==> config.mk <==
export PLATFORM = sky130hd
export DESIGN_NAME = elevator_car_drive
export DESIGN_NICKNAME = d
export VERILOG_FILES = /design/src/rtl/elevator_car_drive.sv
export SDC_FILE = /design/constraint.sdc
export NUM_CORES = 1
export LEC_CHECK = 0
export CORE_UTILIZATION = 45
export CTS_CLUSTER_DIAMETER = 60
export DETAILED_ROUTE_END_ITERATION = 8
export PLACE_DENSITY = 0.73
export SYNTH_ARGS = -nofsm -noshare
export SYNTH_HDL_FRONTEND = slang
export SYNTH_SLANG_ARGS = --single-unit
==> constraint.sdc <==
create_clock -name clk -period 2.4 [get_ports clk]
set_input_delay 0.48 -clock clk [delete_from_list [all_inputs] [get_ports clk]]
set_output_delay 0.48 -clock clk [all_outputs]
set_load 0.01 [all_outputs]
==> src/rtl/elevator_car_drive.sv <==
// elevator_car_drive
//   Car-side motion and door model for the floor controller. A target floor is
//   accepted over a valid/ready handshake while the car is idle. The car then
//   moves one floor every TRAVEL_CYCLES clocks until it reaches the target,
//   opens the door for DOOR_CYCLES clocks and returns to idle.
//
// Optional feature macro: DOOR_OBSTRUCT_EN
//   When defined, the door_obstruct input exists. While it is high in DOOR, the
//   door timer reloads, so the door closes DOOR_CYCLES clocks after the last
//   obstructed cycle. When undefined, the door is open exactly DOOR_CYCLES clocks.
//
// Ports
//   clk            in   rising-edge clock
//   reset          in   asynchronous, active-high reset
//   target_floor   in   commanded floor (FLOOR_W bits)
//   target_valid   in   target_floor is valid
//   target_ready   out  car can accept a target (high only in IDLE)
//   current_floor  out  floor the car is at (registered)
//   moving_up      out  car is travelling upward
//   moving_down    out  car is travelling downward
//   door_open      out  door is open
//   arrived        out  one-cycle pulse in the first DOOR cycle
//   target_err     out  one-cycle pulse after an out-of-range target is rejected
//   door_obstruct  in   keeps the door open (only with DOOR_OBSTRUCT_EN)

module elevator_car_drive #(
  parameter int FLOOR_W       = 6,
  parameter int NUM_FLOORS    = 16,
  parameter int TRAVEL_CYCLES = 4,
  parameter int DOOR_CYCLES   = 8
) (
  input  logic               clk,
  input  logic               reset,
  input  logic [FLOOR_W-1:0] target_floor,
  input  logic               target_valid,
  output logic               target_ready,
  output logic [FLOOR_W-1:0] current_floor,
  output logic               moving_up,
  output logic               moving_down,
  output logic               door_open,
  output logic               arrived,
  output logic               target_err
`ifdef DOOR_OBSTRUCT_EN
 ,input  logic               door_obstruct
`endif
);

  // Timer widths never drop below one bit, so a cycle count of 1 still works.
  localparam int TW = (TRAVEL_CYCLES > 1) ? $clog2(TRAVEL_CYCLES) : 1;
  localparam int DW = (DOOR_CYCLES > 1) ? $clog2(DOOR_CYCLES) : 1;

  localparam logic [TW-1:0]      TRAVEL_LOAD = TW'(TRAVEL_CYCLES - 1);
  localparam logic [DW-1:0]      DOOR_LOAD   = DW'(DOOR_CYCLES - 1);
  localparam logic [TW-1:0]      TRAVEL_ONE  = TW'(1);
  localparam logic [DW-1:0]      DOOR_ONE    = DW'(1);
  localparam logic [FLOOR_W-1:0] ONE_FLOOR   = FLOOR_W'(1);
  // One bit wider than a floor number so NUM_FLOORS itself is representable.
  localparam logic [FLOOR_W:0]   FLOOR_LIMIT = (FLOOR_W + 1)'(NUM_FLOORS);

  typedef enum logic [1:0] {
    IDLE,
    MOVE_UP,
    MOVE_DOWN,
    DOOR
  } state_t;

  state_t             state;
  state_t             state_next;
  logic [FLOOR_W-1:0] floor_next;
  logic [FLOOR_W-1:0] target_q;
  logic [FLOOR_W-1:0] target_next;
  logic [TW-1:0]      travel_cnt;
  logic [TW-1:0]      travel_next;
  logic [DW-1:0]      door_cnt;
  logic [DW-1:0]      door_next;
  logic               arrived_next;
  logic               err_next;
  logic               hold_door;
  logic               out_of_range;
  logic [FLOOR_W-1:0] floor_above;
  logic [FLOOR_W-1:0] floor_below;

`ifdef DOOR_OBSTRUCT_EN
  assign hold_door = door_obstruct;
`else
  assign hold_door = 1'b0;
`endif

  assign out_of_range = ({1'b0, target_floor} >= FLOOR_LIMIT);
  // Neighbouring floors are only used while moving toward an in-range target,
  // so neither ever wraps.
  assign floor_above  = current_floor + ONE_FLOOR;
  assign floor_below  = current_floor - ONE_FLOOR;

  // State and datapath registers; reset returns the car to floor 0 at once,
  // abandoning any trip or door cycle without an arrived pulse.
  always_ff @(posedge clk or posedge reset) begin
    if (reset) begin
      state         <= IDLE;
      current_floor <= '0;
      target_q      <= '0;
      travel_cnt    <= '0;
      door_cnt      <= '0;
      arrived       <= 1'b0;
      target_err    <= 1'b0;
    end else begin
      state         <= state_next;
      current_floor <= floor_next;
      target_q      <= target_next;
      travel_cnt    <= travel_next;
      door_cnt      <= door_next;
      arrived       <= arrived_next;
      target_err    <= err_next;
    end
  end

  // Next-state logic. arrived and target_err are registered, so each pulse
  // appears in the cycle after the decision, which is the first DOOR cycle
  // for arrived.
  always_comb begin
    state_next   = state;
    floor_next   = current_floor;
    target_next  = target_q;
    travel_next  = travel_cnt;
    door_next    = door_cnt;
    arrived_next = 1'b0;
    err_next     = 1'b0;

    case (state)
      IDLE: begin
        if (target_valid) begin
          if (out_of_range) begin
            err_next = 1'b1;
          end else if (target_floor > current_floor) begin
            target_next = target_floor;
            travel_next = TRAVEL_LOAD;
            state_next  = MOVE_UP;
          end else if (target_floor < current_floor) begin
            target_next = target_floor;
            travel_next = TRAVEL_LOAD;
            state_next  = MOVE_DOWN;
          end else begin
            target_next  = target_floor;
            door_next    = DOOR_LOAD;
            arrived_next = 1'b1;
            state_next   = DOOR;
          end
        end
      end

      MOVE_UP: begin
        if (travel_cnt == '0) begin
          floor_next  = floor_above;
          travel_next = TRAVEL_LOAD;
          if (floor_above == target_q) begin
            door_next    = DOOR_LOAD;
            arrived_next = 1'b1;
            state_next   = DOOR;
          end
        end else begin
          travel_next = travel_cnt - TRAVEL_ONE;
        end
      end

      MOVE_DOWN: begin
        if (travel_cnt == '0) begin
          floor_next  = floor_below;
          travel_next = TRAVEL_LOAD;
          if (floor_below == target_q) begin
            door_next    = DOOR_LOAD;
            arrived_next = 1'b1;
            state_next   = DOOR;
          end
        end else begin
          travel_next = travel_cnt - TRAVEL_ONE;
        end
      end

      DOOR: begin
        // An obstruction restarts the full open period instead of closing.
        if (hold_door) begin
          door_next = DOOR_LOAD;
        end else if (door_cnt == '0) begin
          state_next = IDLE;
        end else begin
          door_next = door_cnt - DOOR_ONE;
        end
      end

      default: begin
        state_next = IDLE;
      end
    endcase
  end

  // Status outputs are plain decodes of the state register, which keeps
  // them mutually exclusive.
  always_comb begin
    target_ready = (state == IDLE);
    moving_up    = (state == MOVE_UP);
    moving_down  = (state == MOVE_DOWN);
    door_open    = (state == DOOR);
  end

endmodule

# ---- After elaboration in Yosys (flattened, before gate mapping)
# Cells that the tools add are included.
dict set report word_totals {
  wordCells 83
  output_inout_bits 12
  register_bits 21
  in_bits 9
}
dict set report classes {
  n_lt_le_gt_ge 3
  n_eq_ne 16
  reduce_logical 11
  bitwise_logic 1
  mux 41
  n_addsub 4
}
# cell n
set ops {}
lappend ops {{two-way mux 3 bit} 9}
lappend ops {{two-way mux 2 bit} 13}
lappend ops {{== test 6 bit} 2}
lappend ops {{two-way mux 1 bit} 12}
lappend ops {{two-way mux 6 bit} 2}
lappend ops {{case mux 3 bit (4 select lines)} 1}
lappend ops {{case mux 6 bit (2 select lines)} 1}
lappend ops {{!= test 2 x 1 -> 1 bit (second input constant)} 5}
lappend ops {{!= test 2 bit (second input constant)} 5}
lappend ops {{AND reduction 9 bit} 1}
lappend ops {{case mux 2 bit (4 select lines)} 1}
lappend ops {{AND reduction 7 bit} 1}
lappend ops {{adder 6 x 1 -> 6 bit (second input constant)} 1}
lappend ops {{>= comparator 6 x 5 -> 1 bit (second input constant)} 1}
lappend ops {{greater-than comparator 6 bit} 1}
lappend ops {{< comparator 6 bit} 1}
lappend ops {{AND reduction 3 bit} 2}
lappend ops {{subtractor 6 x 1 -> 6 bit (second input constant)} 1}
lappend ops {{== test 2 bit (second input constant)} 2}
lappend ops {{zero test 2 bit} 2}
lappend ops {{case mux 2 bit (2 select lines)} 1}
lappend ops {{AND reduction 4 bit} 1}
lappend ops {{nonzero test 2 bit} 2}
lappend ops {{zero test 3 bit} 1}
lappend ops {{other kinds (7)} 7}

# ---- Logic depth before layout (Yosys ltp)
# Gate-level depths: netlist (run 1).
dict set report logic_depth {
  depth_word 6
  mapped_depth 9
  depth_no_buf 8
}

# ---- Worst setup path before layout (run 1)
# OpenSTA, ideal clock, no wires.
dict set report synth_timing {
  kind {reg-to-reg}
  start {register current_floor[0]}
  end {register door_cnt[0]}
  stages_incl_launch_ff 10
  period_less_slack_ps 2274
  slack_ps 126
  n_path_buf 1
  arrival_time_ps 2141
  required_time_ps 2267
  setup_time_ps 133
  cell_sequence {dfrtp_1 -> buf_2 -> inv_1 -> ha_1 -> xor2_1 -> nand2_1 -> or3_4 -> o31ai_4 -> and3_4 -> a31oi_1}
}
dict set report synth_between {
  elab_chain_cells 4
  elab_cells_between_ends 11
  cone_classes {2 x add/sub; 2 x order compare; 6 x eq/ne; 1 x reduce/logical}
}
# item line
set synth_rtl {}
lappend synth_rtl {{from (decl)} 37} ;# output logic [FLOOR_W-1:0] current_floor,
lappend synth_rtl {{from (signal assigned)} 108} ;# current_floor <= floor_next;
lappend synth_rtl {{subtractor 6 x 1 -> 6 bit / adder 6 x 1 -> 6 bit (equally long branches)} {93, 92}}
lappend synth_rtl {{== test 6 bit, on equally long branches} {169, 155}}
lappend synth_rtl {{!= test 2 x 1 -> 1 bit (no line)} n/a}
lappend synth_rtl {{AND reduction 9 bit (no line) (*)} n/a}
lappend synth_rtl {{to (signal assigned)} 111} ;# door_cnt <= door_next;
lappend synth_rtl {{to (decl)} 74} ;# logic [DW-1:0] door_cnt;
# Every way passes the cells marked *; elsewhere a longest branch is shown, timed or not.
# A chain may end at the register's enable or synchronous reset.

# ---- Final worst setup path (run 1)
dict set report layout_timing {
  start {register state[1]}
  end {output moving_up}
}
dict set report layout_between {
  elab_chain_cells 1
}
# item line
set layout_rtl {}
lappend layout_rtl {{from (decl)} 67} ;# state_t state;
lappend layout_rtl {{from (signal assigned)} 107} ;# state <= state_next;
lappend layout_rtl {{== test 2 x 1 -> 1 bit} 200} ;# moving_up = (state == MOVE_UP);
lappend layout_rtl {{to (decl)} 38} ;# output logic moving_up,
# Every way passes these cells.

==> results of run 1 <==
critical path, cell delays in order, from the launching register on:
cell and delay, ns:
dfrtp_1 0.42, inv_1 0.13, ha_1 0.33, clkdlybuf4s50_1 0.59
worst paths after layout:
path | startpoint | slack (ns) | to | cells after the start
max | state[1] | 0.13 | moving_up | 3
max reg2reg | current_floor[3] | 0.15 | travel_cnt[1] | 8
min reg2reg | door_cnt[0] | 0.51 | door_cnt[0] | 1
min | reset | 0.49 | door_cnt[1] | 3
max in group asynchronous | reset | 1.70 | current_floor[5] | 3
min in group clk | door_cnt[0] | 0.51 | door_cnt[0] | 1
power groups by stage:
| stage | clock network, mW | registers, mW | logic (mW) |
|---|---|---|---|
| finish | 0.171 | 0.618 | 1.82 |
| global route | 0.195 | 0.633 | 2.01 |
| CTS | 0.177 | 0.620 | 1.83 |
| detailed placement | 0 | 0.627 | 1.82 |
| global placement | 0 | 0.619 | 1.76 |
| floorplan | 0 | 0.613 | 1.31 |
registers in the layout, indices dropped and copies added, names as in the netlist:
name / count
travel_cnt: 2
door_cnt: 3
arrived: 1
current_floor: 6
target_q: 6
state: 2
target_err: 1
placed cells by master, fill, tap and decap left out, types with 2 or more instances in the layout:
cell type	n
dfrtp_1	21
inv_1	20
clkdlybuf4s50_1	20
ha_1	16
nor2_1	11
xnor2_1	11
a21oi_1	10
nand2_1	9
buf_4	9
nand3_1	6
mux2_2	5
mux2i_1	5
nor2b_1	4
xor2_1	4
o21ai_0	4
a41oi_1	3
nand4_1	3
clkbuf_4	3
nor3_1	2
nand4b_1	2
a31oi_1	2
kinds of logic (layout without fill, tap and decap cells):
| logic type | after synthesis | count (layout) | synth area share |
|---|---|---|---|
| muxes | 10 | 10 | 0.0657 |
| and+or+nand+nor | 48 | 48 | 0.168 |
| AOI/OAI and AO/OA | 34 | 34 | 0.161 |
| buffers and inverters | 25 | 53 | 0.0665 |
| xor gates and xnor gates | 16 | 16 | 0.0912 |
| DFF | 21 | 21 | 0.325 |
| adders and majority gates | 16 | 16 | 0.124 |
synth_stat cells (5+ instances only):
master / number / area share
xnor2_1: 11 / 0.060
ha_1: 16 / 0.12
dfrtp_1: 21 / 0.32
a21oi_1: 10 / 0.031
mux2_2: 5 / 0.035
mux2i_1: 5 / 0.031
nand2_1: 9 / 0.021
nand3_1: 6 / 0.019
nor2_1: 11 / 0.026
inv_1: 20 / 0.046
per-stage QoR:
step | utilization | setup WS (ns) | std cells | area [um^2] | setup TNS [ns]
after floorplan | - | 0.126 | 170 | 1620 | 0
after global placement | 0.564 | -0.0496 | 240 | 1910 | -0.132
after detailed placement | 0.564 | -0.0868 | 240 | 1910 | -0.350
after CTS | 0.572 | 0.125 | 244 | 1940 | 0
after global routing | 0.572 | 0.0129 | 244 | 1940 | 0
final | 0.572 | 0.135 | 244 | 1940 | 0
cell type report:
cell class | instances | area [um^2]
Multi-Input combinational cell | 124 | 986
Tap cell | 46 | 57.6
Sequential cell | 21 | 526
Clock buffer | 4 | 26.3
Inverter | 20 | 75.1
Timing Repair Buffer | 29 | 268
Fill cell | 301 | 1450
per-layer routing:
metal  vias up  routed length, um  global-route usage
met3         7                 78              0.0269
met1       646               1520               0.253
met5         -                  0                   0
li1        653                  -                   -
met4         0                 72              0.0857
met2        22               1700               0.362
==> qor.csv, run 1 <==
stage,metric,value,unit
clocking,cts_resized,0,
sta,maxSlewViolCount,0,
worst_setup_path,cp-end-kind,output port,
routing,drc,0,
floorplan,pin_count,21,
synth,syn_nets,195,
worst_setup_path,crit_type,reg -> out,
routing,firstDrtPassIters,4,
routing,wl_per_cell,13.8,um
synth,ys_seq_elements,21,
global_route,antenna_found_initial,0,
synth,async_flop_share,1.00,
routing,drt-initial-drc-count,26,
worst_setup_path,startpoint_type,register,
floorplan,std_cell_rows,21,
placed_design,place.gp.congestion,0.901,
layout,area_delta_synth_final,19.7,%
synth,synth-edff-count,0,
global_route,grt_pass1_vias,1289,
layout,num_antenna_cells,0,
pwr,p_leak,0.874,nW
layout,nets,224,
floorplan,die_w,62.0,um
synth,syn_area_per_cell,9.52,um^2
clocking,cts_tree,done,
clocking,max-clock-path-buffers,2,
synth,syn_inst,170,
worst_setup_path,path_max_fanout,5,
routing,vias,1328,
sta,max_freq,441,MHz
clocking,cts_setup_buffers,0,
floorplan,coreArea,3390,um^2
sta,slew_headroom,0.721,
clocking,clkTransAtPathRegs,0.11,ns
sta,worst_pin_slew,0.414,ns
floorplan,die_area,3840,um^2
clocking,clkSinkCount,21,
pwr,switching_share,0.459,
pwr,seq_power_share,0.237,
worst_hold_path,hp-class,in -> async,
run,drv_cap,0,
layout,layout-drive-gt1-share,0.141,
clocking,cts_buffers,3,
pwr,clkPwrFrac,0.066,
synth,ys_seq_area_frac,0.325,
placed_design,placement.io_buffers,20,
synth,synth-main-ff-cell,dfrtp_1,
outcome,status,"finished, final reports clean",
clocking,postCtsHoldBufs,0,
worst_setup_path,crit_arrival,1.79,ns
global_route,track_usage,0.206,
sta,finalHoldViolations,0,
pwr,p_int,1.41,mW
sta,hold_slack,0.486,ns
synth,synth.distinct_cells,49,
sta,rsz0062_at_grt,no,
pwr,p_comb_frac,0.698,
synth,synth.cell_area,1620,um^2
clocking,clock_latency,0.31,ns
synth,ys_warn_count,0,
pwr,totalPowerFinal,2.61,mW
floorplan,die_height,62.0,um
global_route,grt_max_degree,22,
routing,via_per_inst,5.44,
global_route,grt_pass1_wl,5.69,mm
sta,setup_viol_count_final,0,
worst_setup_path,required,1.92,ns
sta,fin_skew,0.00399,ns
pwr,p_sw,1.20,mW
global_route,grt_overflow,0,
placed_design,post-dp-hpwl,2.70,mm
routing,routed_wirelength,3.37,mm
routing,ant_nets,0,
pwr,powerDensity,1350,nW/um^2
clocking,root_buffer,clkbuf_4,
floorplan,start_util,0.478,
sta,period_share,0.944,
sta,period_needed,2.27,ns
pwr,vdd_drop_max,0.000653,V
clocking,h-tree-depth,1,
Power figures use the tool's default switching activity.
==> run 2, diff against run 1 <==
--- a/config.mk
+++ b/config.mk
@@ -8,7 +8,8 @@
 export CORE_UTILIZATION = 45
 export CTS_CLUSTER_DIAMETER = 60
 export DETAILED_ROUTE_END_ITERATION = 8
-export PLACE_DENSITY = 0.73
+export DONT_BUFFER_PORTS = 1
+export PLACE_DENSITY = 0.65
 export SYNTH_ARGS = -nofsm -noshare
 export SYNTH_HDL_FRONTEND = slang
 export SYNTH_SLANG_ARGS = --single-unit
==> qor.csv, run 2 (synthesis results as in run 1) <==
stage,metric,value,unit,change
outcome,status,"finished, final reports clean",,
global_route,antenna_found_initial,0,,unchanged
global_route,grt_pass1_wl,6.15,mm,+8.1%
clocking,root_buffer,clkbuf_4,,
floorplan,die_w,62.0,um,unchanged
layout,area_delta_synth_final,8.81,%,
worst_setup_path,cp-end-kind,register,,
clocking,clkSinkCount,21,,unchanged
routing,wl_met3,240,um,+210%
worst_setup_path,slowest_stage,nor4_1,,
global_route,grt_overflow,0,,unchanged
floorplan,die_area,3840,um^2,unchanged
floorplan,pin_count,21,,unchanged
sta,rsz0062_at_grt,yes,,
clocking,postCtsHoldBufs,0,,unchanged
pwr,p_leak,0.804,nW,-7.9%
routing,vias,1296,,-2.4%
worst_setup_path,required,2.63,ns,+0.71 ns
worst_setup_path,crit_buf_inv,1,,-1
layout,layout-drive-gt1-share,0.173,,+0.0318
routing,firstDrtPassIters,4,,unchanged
pwr,totalPowerFinal,2.55,mW,-2.4%
clocking,cts_tree,done,,
layout,final_cell_mix,"dfrtp_1, inv_1, ha_1",,
worst_setup_path,path_cells,inv_1 -> ha_1 -> o21ba_1 -> a221oi_1 -> a41oi_1 -> nor4_1 -> nand4_1 -> a21oi_1,,
routing,ant_nets,0,,unchanged
routing,top_layer,met4,,
layout,nets,205,,-8.5%
sta,max_freq,435,MHz,-1.6%
floorplan,die_height,62.0,um,unchanged
sta,slew_headroom,0.431,,-0.289
sta,period_share,0.959,,+0.0150
routing,drc,0,,unchanged
worst_setup_path,crit_type,reg -> reg,,
clocking,h-tree-depth,1,,unchanged
floorplan,std_cell_rows,21,,unchanged
routing,routed_wirelength,3.68,mm,+9.0%
clocking,clkTransAtPathRegs,0.12,ns,about the same
sta,maxSlewViolCount,0,,unchanged
worst_setup_path,startpoint_type,register,,
sta,worst_pin_slew,0.852,ns,+0.438 ns
placed_design,place.gp.congestion,0.929,,+3.1%
layout,layout_commonest_cell,dfrtp_1,,
sta,hold_slack,0.213,ns,-0.273 ns
clocking,cts_buffers,3,,unchanged
run,drv_cap,0,,unchanged
routing,wl_per_cell,16.3,um,+18%
sta,setup_viol_count_final,0,,unchanged
worst_hold_path,hp-class,in -> async,,
pwr,powerDensity,1450,nW/um^2,+7.3%
routing,wl_met1,1.61,mm,+6.0%
worst_setup_path,path_max_fanout,6,,+1
global_route,grt_pass1_vias,1358,,+5.4%
worst_setup_path,cpPeakStageDelay,0.44,ns,-0.15 ns
worst_setup_path,crit_arrival,2.53,ns,+0.74 ns
floorplan,start_util,0.478,,unchanged
clocking,cts_setup_buffers,0,,unchanged
placed_design,placement.io_buffers,0,,-100%
layout,top_regs,"current_floor: 6 flops, target_q: 6 flops, door_cnt: 3 flops",,
layout,multi_input_area,1000,um^2,+1.6%
routing,drt-initial-drc-count,67,,+160%
global_route,grt_max_degree,22,,unchanged
worst_setup_path,critPathTopFamily,compound AO/OA/AOI/OAI gates,,
clocking,cts_resized,0,,unchanged
clocking,max-clock-path-buffers,2,,unchanged
layout,num_antenna_cells,0,,unchanged
layout,fillCellCount,306,,+1.7%
layout,final-seq-area,526,um^2,unchanged
clocking,clock_latency,0.31,ns,about the same
global_route,track_usage,0.223,,+0.0166
pwr,vdd_drop_max,0.000783,V,+20%
sta,period_needed,2.30,ns,+0.0360 ns
sta,finalHoldViolations,0,,unchanged
sta,fin_skew,0.00290,ns,-0.00109 ns
routing,wl_met2,1.73,mm,+2.1%
floorplan,coreArea,3390,um^2,unchanged
routing,via_per_inst,5.76,,+5.8%
placed_design,post-dp-hpwl,2.87,mm,+6.4%
[run 2: cell count changes in the layout (fill, tap and decap cells not counted)]
cell,previous run,this run
a2111oi_0,1,0
a2111oi_1,0,1
a41oi_1,3,2
a41oi_2,0,1
buf_4,9,10
clkdlybuf4s50_1,20,0
xor2_1,4,3
xor2_2,0,1
[run 2: per-layer routing]
layer / track usage / vias to the layer above
li1: - / 613
met1: 0.291 / 632
met2: 0.348 / 41
met3: 0.0435 / 10
met4: 0.117 / 0
met5: 0 / -
[run 2: power breakdown]
group | internal, mW | switching [mW]
logic | 0.742 | 1.01
registers | 0.490 | 0.125
clock network | 0.0650 | 0.113
total | 1.30 | 1.25
[run 2: final cells by class]
| type | count | share of cell area |
|---|---|---|
| repair buffers | 10 | 0.0426 |
| flip-flops and latches | 21 | 0.298 |
| multi-input cells | 124 | 0.569 |
| well taps | 46 | 0.0327 |
| inverters | 20 | 0.0426 |
| clock buffers | 4 | 0.0149 |
[run 2: worst paths after layout]
| kind | endpoint | start | cells past startpoint | slack [ns] |
|---|---|---|---|---|
| max in group asynchronous | state[1] | reset | 1 | 1.66 |
| worst max-delay path | arrived | current_floor[0] | 8 | 0.1 |
| worst max register to register | arrived | current_floor[0] | 8 | 0.1 |
| worst min-delay path | target_q[3] | reset | 1 | 0.21 |
| worst min register to register | travel_cnt[1] | travel_cnt[1] | 1 | 0.53 |
| min in group clk | target_err | target_valid | 2 | 0.29 |
[run 2: per-stage QoR]
step	cells	cell area (um^2)	utilization	setup WS, ns	setup TNS [ns]
floorplan	170	1620	-	0.126	0
global placement	221	1720	0.507	0.248	0
detailed placement	221	1720	0.507	0.124	0
CTS	225	1750	0.515	0.0982	0
global route	225	1760	0.520	-0.00958	-0.0110
finish	225	1760	0.520	0.0989	0
==> run 3, diff against run 2 <==
--- a/config.mk
+++ b/config.mk
@@ -5,6 +5,7 @@
 export SDC_FILE = /design/constraint.sdc
 export NUM_CORES = 1
 export LEC_CHECK = 0
+export CORE_MARGIN = 4
 export CORE_UTILIZATION = 45
 export CTS_CLUSTER_DIAMETER = 60
 export DETAILED_ROUTE_END_ITERATION = 8
==> qor.csv, run 3 (synthesis results as in run 1) <==
stage,metric,value,unit,change
outcome,status,"finished, final reports clean",,
sta,worst_pin_slew,0.812,ns,-0.0401 ns
global_route,grt_max_degree,22,,unchanged
clocking,max-clock-path-buffers,2,,unchanged
clocking,root_buffer,clkbuf_4,,
worst_setup_path,required,2.59,ns,-0.04 ns
worst_setup_path,slowest_stage,dfrtp_2,,
worst_setup_path,r2r_start,current_floor[0],,
routing,routed_wirelength,3.67,mm,-0.27%
layout,top_regs,"current_floor: 6 flops, target_q: 6 flops, door_cnt: 3 flops",,
clocking,clkSinkCount,21,,unchanged
layout,fillCellCount,324,,+5.9%
clocking,h-tree-depth,1,,unchanged
worst_setup_path,path_max_fanout,6,,unchanged
floorplan,die_area,4620,um^2,+20%
clocking,clock_latency,0.31,ns,about the same
worst_setup_path,cpPeakStageDelay,0.45,ns,about the same
layout,layout-drive-gt1-share,0.168,,-0.00559
global_route,grt_pass1_vias,1328,,-2.2%
pwr,vdd_drop_max,0.000606,V,-23%
floorplan,die_height,68.0,um,+9.7%
routing,via_per_inst,5.74,,-0.31%
placed_design,place.gp.congestion,0.907,,-2.4%
global_route,track_usage,0.181,,-0.0419
routing,drc,0,,unchanged
placed_design,post-dp-hpwl,2.92,mm,+1.6%
routing,ant_nets,0,,unchanged
sta,finalHoldViolations,0,,unchanged
placed_design,placement.io_buffers,0,,unchanged
floorplan,coreArea,3420,um^2,+0.78%
worst_setup_path,critPathLaunch,current_floor[0],,
sta,period_share,0.935,,-0.0237
global_route,antenna_found_initial,0,,unchanged
sta,maxSlewViolCount,0,,unchanged
sta,slew_headroom,0.458,,+0.0267
placed_design,dp_slack,0.117,ns,-0.00724 ns
layout,num_antenna_cells,0,,unchanged
clocking,cts_tree,done,,
routing,wl_per_cell,16.3,um,-0.27%
floorplan,die_w,68.0,um,+9.7%
worst_setup_path,cp-end-kind,register,,
pwr,p_leak,0.802,nW,-0.30%
worst_hold_path,hp-class,in -> async,,
sta,period_needed,2.24,ns,-0.0568 ns
global_route,grt_pass1_wl,6.25,mm,+1.7%
clocking,clkTransAtPathRegs,0.12,ns,about the same
sta,fin_skew,0.00275,ns,-0.000149 ns
layout,final_cell_mix,"inv_1, dfrtp_1, ha_1",,
layout,fin_cells,225,,unchanged
layout,nets,205,,unchanged
worst_setup_path,crit_arrival,2.43,ns,-0.10 ns
routing,drt-initial-drc-count,44,,-34%
floorplan,start_util,0.474,,-0.00367
clocking,cts_buffers,3,,unchanged
floorplan,std_cell_rows,21,,unchanged
placed_design,dpl.cell_count,221,,unchanged
worst_setup_path,rr_worst_depth,8,,unchanged
worst_setup_path,crit_type,reg -> reg,,
sta,setup_ws,0.156,ns,+0.0568 ns
sta,setup_viol_count_final,0,,unchanged
run,drv_cap,0,,unchanged
layout,area_delta_synth_final,7.96,%,
global_route,grt_overflow,0,,unchanged
sta,max_freq,446,MHz,+2.5%
routing,firstDrtPassIters,4,,unchanged
worst_setup_path,startpoint_type,register,,
routing,vias,1292,,-0.31%
clocking,postCtsHoldBufs,0,,unchanged
worst_setup_path,path_cells,inv_1 -> ha_1 -> xor2_1 -> nand2_1 -> or3_4 -> o31ai_4 -> and3_4 -> a31oi_1,,
floorplan,pin_count,21,,unchanged
sta,rsz0062_at_grt,yes,,
pwr,powerDensity,1430,nW/um^2,-1.2%
## run 3: cell counts in the layout (fill, tap and decap cells not counted)
No cell type changed its count.
## run 3: what timing repair did
action	in CTS	in global routing
resized for setup	0	2
buffers inserted	0	0
setup endpoints to repair	0	5
## run 3: worst paths after layout
path | end | slack, ns
min in group clk | target_q[1] | 0.31
max in group asynchronous | current_floor[0] | 1.65
min reg2reg | travel_cnt[1] | 0.53
max | door_cnt[0] | 0.16
max reg2reg | door_cnt[0] | 0.16
min | target_q[5] | 0.20
## run 3: through the flow
stage	instance area, um^2	total power, mW	TNS, ns	utilization	hold slack [ns]
3_3_place_gp	1720	2.25	0	0.503	0.476
6_report	1750	2.50	0	0.512	0.200
4_1_cts	1750	2.51	0	0.511	0.222
5_1_grt	1750	2.72	-0.0145	0.512	0.241
2_1_floorplan	1620	1.92	0	-	0.452
3_5_place_dp	1720	2.32	0	0.503	0.504
## run 3: cell type report
type | count | area (um^2) | share of cell area
Inverter | 20 | 75.1 | 0.0429
Sequential cell | 21 | 527 | 0.301
Tap cell | 46 | 57.6 | 0.0329
Multi-Input combinational cell | 124 | 987 | 0.565
Timing Repair Buffer | 10 | 75.1 | 0.0429
Clock buffer | 4 | 26.3 | 0.0150
## run 3: per-layer routing
layer  GRT usage  wire (um)  up-vias
li1            -          -      621
met1       0.222       1580      624
met2       0.304       1800       37
met3      0.0361        201       10
met4      0.0794         85        0
met5           0          0        -
## run 3: worst max-delay path: cells and delay by family, from the launching register on
kind / cells / cell delay (ns)
xor+xnor: 1 / 0.22
fa+ha+maj: 1 / 0.33
buf+inv: 1 / 0.07
compound gates: 2 / 0.36
flops: 1 / 0.45
simple gates: 3 / 0.70
## run 3: power by group
| part | internal, mW | switching [mW] |
|---|---|---|
| Sequential | 0.492 | 0.144 |
| Combinational | 0.732 | 0.951 |
| Clock | 0.0649 | 0.115 |
| Total | 1.29 | 1.21 |
